## src/rtl/ram_dual_fifo_ctrl_if.sv

```systemverilog
// Valid/ready word stream used on both the producer and consumer side of the FIFO controller.
// The master drives data/valid, the slave drives ready.
interface ram_dual_fifo_ctrl_if #(
    parameter int DATA_W = 8
) ();
    logic [DATA_W-1:0] data;
    logic              valid;
    logic              ready;

    modport master (output data, output valid, input ready);
    modport slave  (input data, input valid, output ready);
endinterface

```

## src/rtl/ram_dual_fifo_ctrl.sv

```systemverilog
// Single-clock FIFO controller around an external registered-read dual-port RAM.
// A 2-entry head/skid buffer hides the 1-cycle RAM read latency so both sides sustain 1 word/cycle.
module ram_dual_fifo_ctrl #(
    parameter int DATA_W = 8,
    parameter int ADDR_W = 6
) (
    input  logic                 clock,
    input  logic                 reset_n,
    ram_dual_fifo_ctrl_if.slave  in_stream,
    ram_dual_fifo_ctrl_if.master out_stream,
    output logic [DATA_W-1:0]    ram_data,
    output logic [ADDR_W-1:0]    ram_write_addr,
    output logic                 ram_we,
    output logic [ADDR_W-1:0]    ram_read_addr,
    input  logic [DATA_W-1:0]    ram_q,
    output logic [ADDR_W+1:0]    count,
    output logic                 full,
    output logic                 empty
);
    localparam int DEPTH = 1 << ADDR_W;
    localparam int MEM_W = ADDR_W + 1;
    localparam int CNT_W = ADDR_W + 2;

    logic [ADDR_W-1:0] wr_ptr;
    logic [ADDR_W-1:0] rd_ptr;
    logic [MEM_W-1:0]  mem_cnt;
    logic              pending;
    logic [1:0]        buf_cnt;
    logic [DATA_W-1:0] head;
    logic [DATA_W-1:0] skid;

    logic              in_ready;
    logic              out_valid;
    logic              push;
    logic              pop;
    logic              issue;
    logic [1:0]        buf_after_pop;
    logic [2:0]        occ_after_pop;

    // NOTE: every signal written in an always_comb gets a default first, so no path can infer a latch.
    always_comb begin
        in_ready      = 1'b0;
        out_valid     = 1'b0;
        push          = 1'b0;
        pop           = 1'b0;
        buf_after_pop = buf_cnt;
        occ_after_pop = 3'd0;
        issue         = 1'b0;

        full          = (mem_cnt == MEM_W'(DEPTH));
        in_ready      = reset_n & ~full;
        out_valid     = (buf_cnt != 2'd0);
        push          = in_stream.valid & in_ready;
        pop           = out_valid & out_stream.ready;
        buf_after_pop = buf_cnt - {1'b0, pop};
        // A read may only be issued when its data has a guaranteed landing slot next cycle.
        occ_after_pop = {1'b0, buf_cnt} + {2'b00, pending} - {2'b00, pop};
        issue         = (mem_cnt != '0) && (occ_after_pop < 3'd2);
    end

    assign in_stream.ready  = in_ready;
    assign out_stream.valid = out_valid;
    assign out_stream.data  = head;

    // NOTE: the RAM array itself is never cleared; resetting pointers and counts is what keeps
    // stale words from ever being presented.
    assign ram_data       = in_stream.data;
    assign ram_write_addr = wr_ptr;
    assign ram_we         = push;
    assign ram_read_addr  = rd_ptr;

    assign count = CNT_W'(mem_cnt) + CNT_W'(pending) + CNT_W'(buf_cnt);
    assign empty = (count == '0);

    // NOTE: sequential state uses non-blocking assignments so every flop samples pre-edge values.
    always_ff @(posedge clock or negedge reset_n) begin
        if (!reset_n) begin
            wr_ptr  <= '0;
            rd_ptr  <= '0;
            mem_cnt <= '0;
            pending <= 1'b0;
        end else begin
            if (push) begin
                wr_ptr <= wr_ptr + ADDR_W'(1);
            end
            if (issue) begin
                rd_ptr <= rd_ptr + ADDR_W'(1);
            end
            pending <= issue;
            case ({push, issue})
                2'b10:   mem_cnt <= mem_cnt + MEM_W'(1);
                2'b01:   mem_cnt <= mem_cnt - MEM_W'(1);
                default: mem_cnt <= mem_cnt;
            endcase
        end
    end

    // Output buffer: skid advances to head on pop; returning RAM data fills the first free slot.
    always_ff @(posedge clock or negedge reset_n) begin
        if (!reset_n) begin
            head    <= '0;
            skid    <= '0;
            buf_cnt <= 2'd0;
        end else begin
            buf_cnt <= buf_after_pop + {1'b0, pending};
            if (pop && (buf_cnt == 2'd2)) begin
                head <= skid;
            end
            if (pending) begin
                if (buf_after_pop == 2'd0) begin
                    head <= ram_q;
                end else begin
                    skid <= ram_q;
                end
            end
        end
    end
endmodule

```

## src/flat_wrapper.sv

```systemverilog
// flat-port wrapper written by rule: the top's interface ports become plain ports
module ram_dual_fifo_ctrl_flat 
#(
    parameter int DATA_W = 8,
    parameter int ADDR_W = 6
)
  (clock, reset_n, ram_data, ram_write_addr, ram_we, ram_read_addr, ram_q, count, full, empty, in_stream_data, in_stream_valid, in_stream_ready, out_stream_data, out_stream_valid, out_stream_ready);
  ram_dual_fifo_ctrl_if #(.DATA_W(DATA_W)) in_stream_i ();
  ram_dual_fifo_ctrl_if #(.DATA_W(DATA_W)) out_stream_i ();
  input  logic clock;
  input  logic reset_n;
  output logic [DATA_W-1:0] ram_data;
  output logic [ADDR_W-1:0] ram_write_addr;
  output logic ram_we;
  output logic [ADDR_W-1:0] ram_read_addr;
  input  logic [DATA_W-1:0] ram_q;
  output logic [ADDR_W+1:0] count;
  output logic full;
  output logic empty;
  input wire logic [$bits(in_stream_i.data)-1:0] in_stream_data;
  input wire logic [$bits(in_stream_i.valid)-1:0] in_stream_valid;
  output wire logic [$bits(in_stream_i.ready)-1:0] in_stream_ready;
  output wire logic [$bits(out_stream_i.data)-1:0] out_stream_data;
  output wire logic [$bits(out_stream_i.valid)-1:0] out_stream_valid;
  input wire logic [$bits(out_stream_i.ready)-1:0] out_stream_ready;
  assign in_stream_i.data = in_stream_data;
  assign in_stream_i.valid = in_stream_valid;
  assign in_stream_ready = in_stream_i.ready;
  assign out_stream_data = out_stream_i.data;
  assign out_stream_valid = out_stream_i.valid;
  assign out_stream_i.ready = out_stream_ready;
  ram_dual_fifo_ctrl #(.DATA_W(DATA_W), .ADDR_W(ADDR_W)) u_core (.clock(clock), .reset_n(reset_n), .in_stream(in_stream_i), .out_stream(out_stream_i), .ram_data(ram_data), .ram_write_addr(ram_write_addr), .ram_we(ram_we), .ram_read_addr(ram_read_addr), .ram_q(ram_q), .count(count), .full(full), .empty(empty));
endmodule
```

## config.mk

```make
export PLATFORM = sky130hd
export DESIGN_NAME = ram_dual_fifo_ctrl_flat
export DESIGN_NICKNAME = d
export VERILOG_FILES = /design/src/rtl/ram_dual_fifo_ctrl_if.sv /design/src/rtl/ram_dual_fifo_ctrl.sv /design/src/flat_wrapper.sv
export SDC_FILE = /design/constraint.sdc
export NUM_CORES = 1
export LEC_CHECK = 0
export ABC_AREA = 1
export ABC_CLOCK_PERIOD_IN_PS = 2820
export BUFFER_PORTS_ARGS = -buffer_cell sky130_fd_sc_hd__buf_2
export CAP_MARGIN = 20
export CORE_ASPECT_RATIO = 1.1
export CORE_MARGIN = 4
export CORE_UTILIZATION = 48
export DETAILED_ROUTE_END_ITERATION = 6
export PLACE_DENSITY = 0.82
export SYNTH_ARGS = -nofsm -noshare
export SYNTH_HDL_FRONTEND = slang
export SYNTH_SLANG_ARGS = --single-unit
```

## constraint.sdc

```tcl
create_clock -name clock -period 2.82 [get_ports clock]
set_input_delay 0.141 -clock clock [delete_from_list [all_inputs] [get_ports clock]]
set_output_delay 0.141 -clock clock [all_outputs]
set_load 0.05 [all_outputs]
```

==> flow_summary_export.csv, run 1 <==
group,metric,value,unit
run_status,status,"finished, final reports clean",
worst_setup_path,crit_type,"flop to flop",
sta,fin_crit,2780,ps
final_layout,antenna_cells,0,
sta,clock.fmax,359,MHz
synth,synth_top_family_by_area,"simple AND/OR/NAND/NOR gates",
sta,drv_slew,0,
clock_network,cts_tree,"built",
sta,hold_violations,0,
sta,worstMarginPinSlew,490,ps
synth,synth_cell_types,28,
clock_network,clock_latency,290,ps
synth,syn_area_per_cell,7.66,um2
sta,finClkSkew,9.72,ps
synth,ys_seq_elements,38,
synth,yosysWarnings,0,
sta,rsz0062_at_grt,"yes",
synth,netlist.area_leader.share,38.9,%
global_route,antenna_found_initial,0,
global_route,grt_overflow,0,
sta,period_share,98.7,%
clock_network,cts_buffers,5,
sta,fin_ws,36.0,ps
floorplanning,core_area,4780,um2
synth,syn_nets,354,
worst_setup_path,endpoint_kind,"flop",
global_route,grt_pass1_vias,2073,
route,num_vias,2098,
final_layout,multi_input_area,1310,um2
sta,hold_ws,101,ps
synth,synth.mux.area_fraction,0,%
clock_network,htree_levels,2,
synth,synthTopCellsByArea,"dfrtp_1, nand2_1, inv_1",
sta,slew_headroom,67.2,%
synth,synth-compound-area-share,9.78,%
clock_network,path_clk_slew,80,ps
synth,synthesis.instances,319,
route,remaining_drc_errors,0,
worst_setup_path,worst-path-buf-inv,4,
sta,finalSetupTns,0,ps
placement,placed_area,2730,um2
hold_path,hp-class,"input pin to flop",
synth,synth_fa_ha_area_share,8.91,%
worst_setup_path,cp-start-kind,"flop",
placement,io_buffers,44,
worst_setup_path,crit_fanout,7,
final_layout,area_delta_synth_final,19.6,%
global_route,grt_pass1_wl,9050,um
floorplanning,fp.dieH,82.8,um
floorplanning,die_x,76.0,um
synth,synth_simple_gate_area_share,26.3,%
synth,synth_xor_area_share,4.61,%
clock_network,clockBufferDepth,2,
worst_setup_path,critPathMaxStageDelay,530,ps
placement,gp_congestion,0.857,
synth,syn-cell-area,2440,um2
global_route,grt_max_degree,39,
route,wl_per_cell,11.8,um
final_layout,fin_area,2920,um2
final_layout,seq_area,955,um2
route,routed_via_density,4.92,
synth,yosysSeqAreaShare,38.9,%
floorplanning,start_util,51.1,%
route,drt-initial-drc-count,113,
final_layout,finalNetCount,404,
run,cap_violations,0,
sta,setup_viol,0,
floorplanning,dieArea,6290,um2
worst_setup_path,critPathTopFamily,"adder cells",
placement,dp.final_hpwl,3730,um
floorplanning,ios,61,
worst_setup_path,worst_ep_arrival_time,3020,ps
route,postRouteAntennaNets,0,
clock_network,cts-root-buf,"clkbuf_8",
final_layout,n_fill_cell,429,
worst_setup_path,worstPathRequired,3060,ps
clock_network,cts_num_sinks,38,
worst_setup_path,cpMaxStageDelayCell,"fa_2",
route,dr.pass1.iters,4,
synth,synth_top_cell_by_area,"dfrtp_1",
placement,place_ws,38.3,ps
route,postRouteWirelength,5020,um
worst_setup_path,crit_chain,"inv_4 -> nand2_8 -> nand2_8 -> inv_6 -> nor2_4 -> o21ai_2 -> fa_2 -> nand3_2 -> a21oi_4 -> ha_4 -> inv_2 -> fa_2 -> inv_2 -> nand2_2 -> nand2_2 -> nand3_1 -> nand3_1 -> nand3_1 -> nand2_1",
final_layout,drive_gt1_share,26.8,%
worst_setup_path,crit_top_cell,"nand3_1",
global_route,grt_util_all_layers,16.8,%
floorplanning,num_rows,26,
cells in the final DEF (no fill, tap or decap), types with 2 or more instances in the layout:
master / netlist / routed
a21oi_1: 4 / 3
buf_2: 1 / 43
buf_4: 8 / 10
clkbuf_8: 0 / 5
dfrtp_1: 38 / 35
dfrtp_2: 0 / 3
fa_1: 4 / 2
fa_2: 0 / 2
ha_1: 11 / 10
inv_1: 50 / 46
inv_2: 1 / 2
inv_4: 0 / 2
nand2_1: 103 / 99
nand2_2: 2 / 4
nand2_8: 0 / 2
nand3_1: 25 / 23
nand3_2: 1 / 3
nand4_1: 2 / 2
nor2_1: 15 / 13
nor2_4: 1 / 3
o21ai_0: 22 / 21
o21ai_2: 9 / 10
o22ai_1: 2 / 2
xnor2_1: 7 / 7
xor2_1: 4 / 4
path summary, 6_finish.rpt:
path	startpoint	endpoint	slack, ps	cells after the start
max in group asynchronous	reset_n	u_core.buf_cnt[1]	1990	3
max	u_core.buf_cnt[0]	u_core.mem_cnt[6]	40	19
min	ram_q[4]	u_core.skid[4]	100	3
min in group asynchronous	reset_n	u_core.ram_read_addr[2]	470	3
min reg2reg	u_core.skid[1]	u_core.skid[1]	480	2
max reg2reg	u_core.buf_cnt[0]	u_core.mem_cnt[6]	40	19
Yosys cell counts, drive strengths merged:
library cell and number:
nand2 105, inv 51, dfrtp 38, o21ai 31, nand3 26, nor2 17, buf 11, ha 11
xnor2 8, a21oi 5, fa 4, xor2 4, nand4 2, nor3 2, o22ai 2, a21o 1
nand3b 1
through the flow:
step | utilization [%] | instances
floorplan | - | 319
global placement | 57.1 | 411
detailed placement | 57.1 | 411
CTS | 59.1 | 420
global route | 61.1 | 426
finish | 61.1 | 426
layer usage:
layer / track usage [%] / up-vias / part of all wire, %
met3: 4.44 / 8 / 6.6
met5: 0 / - / 0
li1: - / 1090 / -
met1: 20.7 / 947 / 44
met4: 5.34 / 0 / 1.7
met2: 28.3 / 53 / 48
flip-flops by register name, indices dropped and copies added, names as in the netlist:
signal and flops:
u_core.skid 8, u_core.ram_read_addr 6, u_core.buf_cnt 2, u_core.out_stream.data 8
u_core.ram_write_addr 6, u_core.mem_cnt 7, u_core.pending 1
final cells by class:
class | instances | share of cell area, %
Multi-Input combinational cell | 219 | 44.8
Sequential cell | 38 | 32.7
Timing Repair Buffer | 54 | 10.3
Inverter | 51 | 6.90
Clock buffer | 6 | 2.49
Tap cell | 56 | 2.40
Clock inverter | 2 | 0.471
tightest hold or removal path: stages:
cell,delay (ps)
buf_2,100
inv_1,70
o21ai_2,60
timing repair:
item	CTS	global route
buffers inserted	0	6
endpoints found under the setup margin	0	7
hold buffers	1	0
gates resized for setup	0	15
hold endpoints to repair	38	0
cells by family after synthesis:
group / count (synthesis)
AO/OA/AOI/OAI: 39
XOR/XNOR: 12
adder cells (fa/ha/maj): 15
buffers and inverters: 62
flip-flops: 38
AND/OR/NAND/NOR: 153
Power of run 1 is not shown: default switching activity piles up to over one toggle a cycle in this logic, so the estimate is an artifact.
==> inputs of run 2 (changes only) <==
- MAX_ROUTING_LAYER: unset -> met4
==> run 2 against run 1 <==
Sequential share of layout area stayed put. Final cell count stayed put. Critical endpoint unchanged. Critical path depth did not move. Via count increased by 0.43%. Non-clock buffer count unchanged. Worst setup slack about the same. Utilization is the same. Die area unchanged. First-iteration DRC count shrank 1.8%. Clock-buffer cell count stayed put. Global-route usage increased by 0.54 points. Sequential cell count did not move.
==> flow_summary_export.csv, run 2 (same netlist as run 1, synthesis figures left out) <==
group,metric,value,unit
global_route,grt_pass1_wl,9050,um
hold_path,hp-class,"input pin to flop",
sta,clock.fmax,359,MHz
worst_setup_path,worstPathRequired,3060,ps
placement,place_ws,38.3,ps
floorplanning,dieArea,6290,um2
clock_network,cts_tree,"built",
clock_network,cts-root-buf,"clkbuf_8",
floorplanning,die_x,76.0,um
sta,rsz0062_at_grt,"yes",
route,postRouteWirelength,5040,um
route,postRouteAntennaNets,0,
placement,io_buffers,44,
final_layout,drive_gt1_share,26.8,%
clock_network,cts_num_sinks,38,
sta,fin_crit,2780,ps
sta,finClkSkew,9.69,ps
global_route,grt_util_all_layers,17.3,%
clock_network,clockBufferDepth,2,
worst_setup_path,endpoint_kind,"flop",
final_layout,finalNetCount,404,
placement,gp_congestion,0.871,
clock_network,path_clk_slew,80,ps
worst_setup_path,worst_ep_arrival_time,3020,ps
worst_setup_path,crit_fanout,7,
final_layout,final_core_util,61.1,%
sta,slew_headroom,66.7,%
floorplanning,fp.dieH,82.8,um
sta,finalSetupTns,0,ps
global_route,grt_overflow,0,
placement,dp.final_hpwl,3730,um
floorplanning,start_util,51.1,%
sta,fin_ws,36.3,ps
clock_network,clock_latency,290,ps
sta,drv_slew,0,
run_status,status,"finished, final reports clean",
route,drt-initial-drc-count,111,
route,dr.pass1.iters,7,
final_layout,area_delta_synth_final,19.6,%
final_layout,final_common_cell,"nand2_1",
final_layout,layoutNonFillerInstCount,426,
route,remaining_drc_errors,0,
floorplanning,num_rows,26,
route,routed_via_density,4.95,
global_route,grt_pass1_vias,2071,
floorplanning,core_area,4780,um2
route,num_vias,2107,
clock_network,htree_levels,2,
sta,setup_viol,0,
global_route,antenna_found_initial,0,
final_layout,layout_common_cells,"nand2_1, inv_1, buf_2",
placement,dp.cells,411,
final_layout,n_fill_cell,429,
run,cap_violations,0,
final_layout,antenna_cells,0,
sta,period_share,98.7,%
worst_setup_path,crit_type,"flop to flop",
floorplanning,ios,61,
sta,worstMarginPinSlew,499,ps
route,wl_per_cell,11.8,um
sta,hold_violations,0,
global_route,grt_max_degree,39,
clock_network,cts_buffers,5,
worst_setup_path,cp-start-kind,"flop",
run 2: cell counts in the layout (fill, tap and decap cells not counted):
No cell type changed its count.
run 2: through the flow:
stage / hold slack (ps) / cell area (um2)
2_1_floorplan: -155 / 2500
3_3_place_gp: 259 / 2730
3_5_place_dp: 253 / 2730
4_1_cts: 92.7 / 2830
5_1_grt: 96.9 / 2920
6_report: 101 / 2920
run 2: layout make-up:
class	instances	area (um2)	share of cell area [%]
Clock buffer	6	72.6	2.49
Timing Repair Buffer	54	300	10.3
Multi-Input combinational cell	219	1310	44.8
Tap cell	56	70.1	2.40
Sequential cell	38	955	32.7
Clock inverter	2	13.8	0.471
Inverter	51	201	6.90
run 2: path summary, 6_finish.rpt:
check | endpoint | slack (ps) | startpoint | cells past startpoint
worst min-delay path | u_core.skid[4] | 100 | ram_q[4] | 3
worst min register to register | u_core.skid[1] | 480 | u_core.skid[1] | 2
worst max register to register | u_core.mem_cnt[6] | 40 | u_core.buf_cnt[0] | 19
worst max-delay path | u_core.mem_cnt[6] | 40 | u_core.buf_cnt[0] | 19
min in group asynchronous | u_core.ram_read_addr[2] | 470 | reset_n | 3
max in group asynchronous | u_core.buf_cnt[1] | 1990 | reset_n | 3
run 2: critical path: stages, from the launching register on:
cell	delay [ps]
dfrtp_2	450
inv_4	100
nand2_8	60
nand2_8	70
inv_6	30
nor2_4	70
o21ai_2	60
fa_2	530
nand3_2	90
a21oi_4	170
ha_4	210
inv_2	40
fa_2	340
inv_2	70
nand2_2	50
nand2_2	100
nand3_1	70
nand3_1	70
nand3_1	70
nand2_1	60
run 2: routing by layer:
metal	track usage (%)	vias to the layer above	part of all wire, %
met4	5.34	0	1.7
met2	28.3	50	48
met3	3.79	7	5.2
met1	21.3	960	45
met5	-	-	0
li1	-	1090	-
run 2: timing repair:
item                                    CTS  global route
hold buffers                              1             0
resized for setup                         0            15
buffers inserted                          0             6
endpoints found under the setup margin    0             7
hold endpoints to repair                 38             0
Power of run 2 is left out for the same reason.
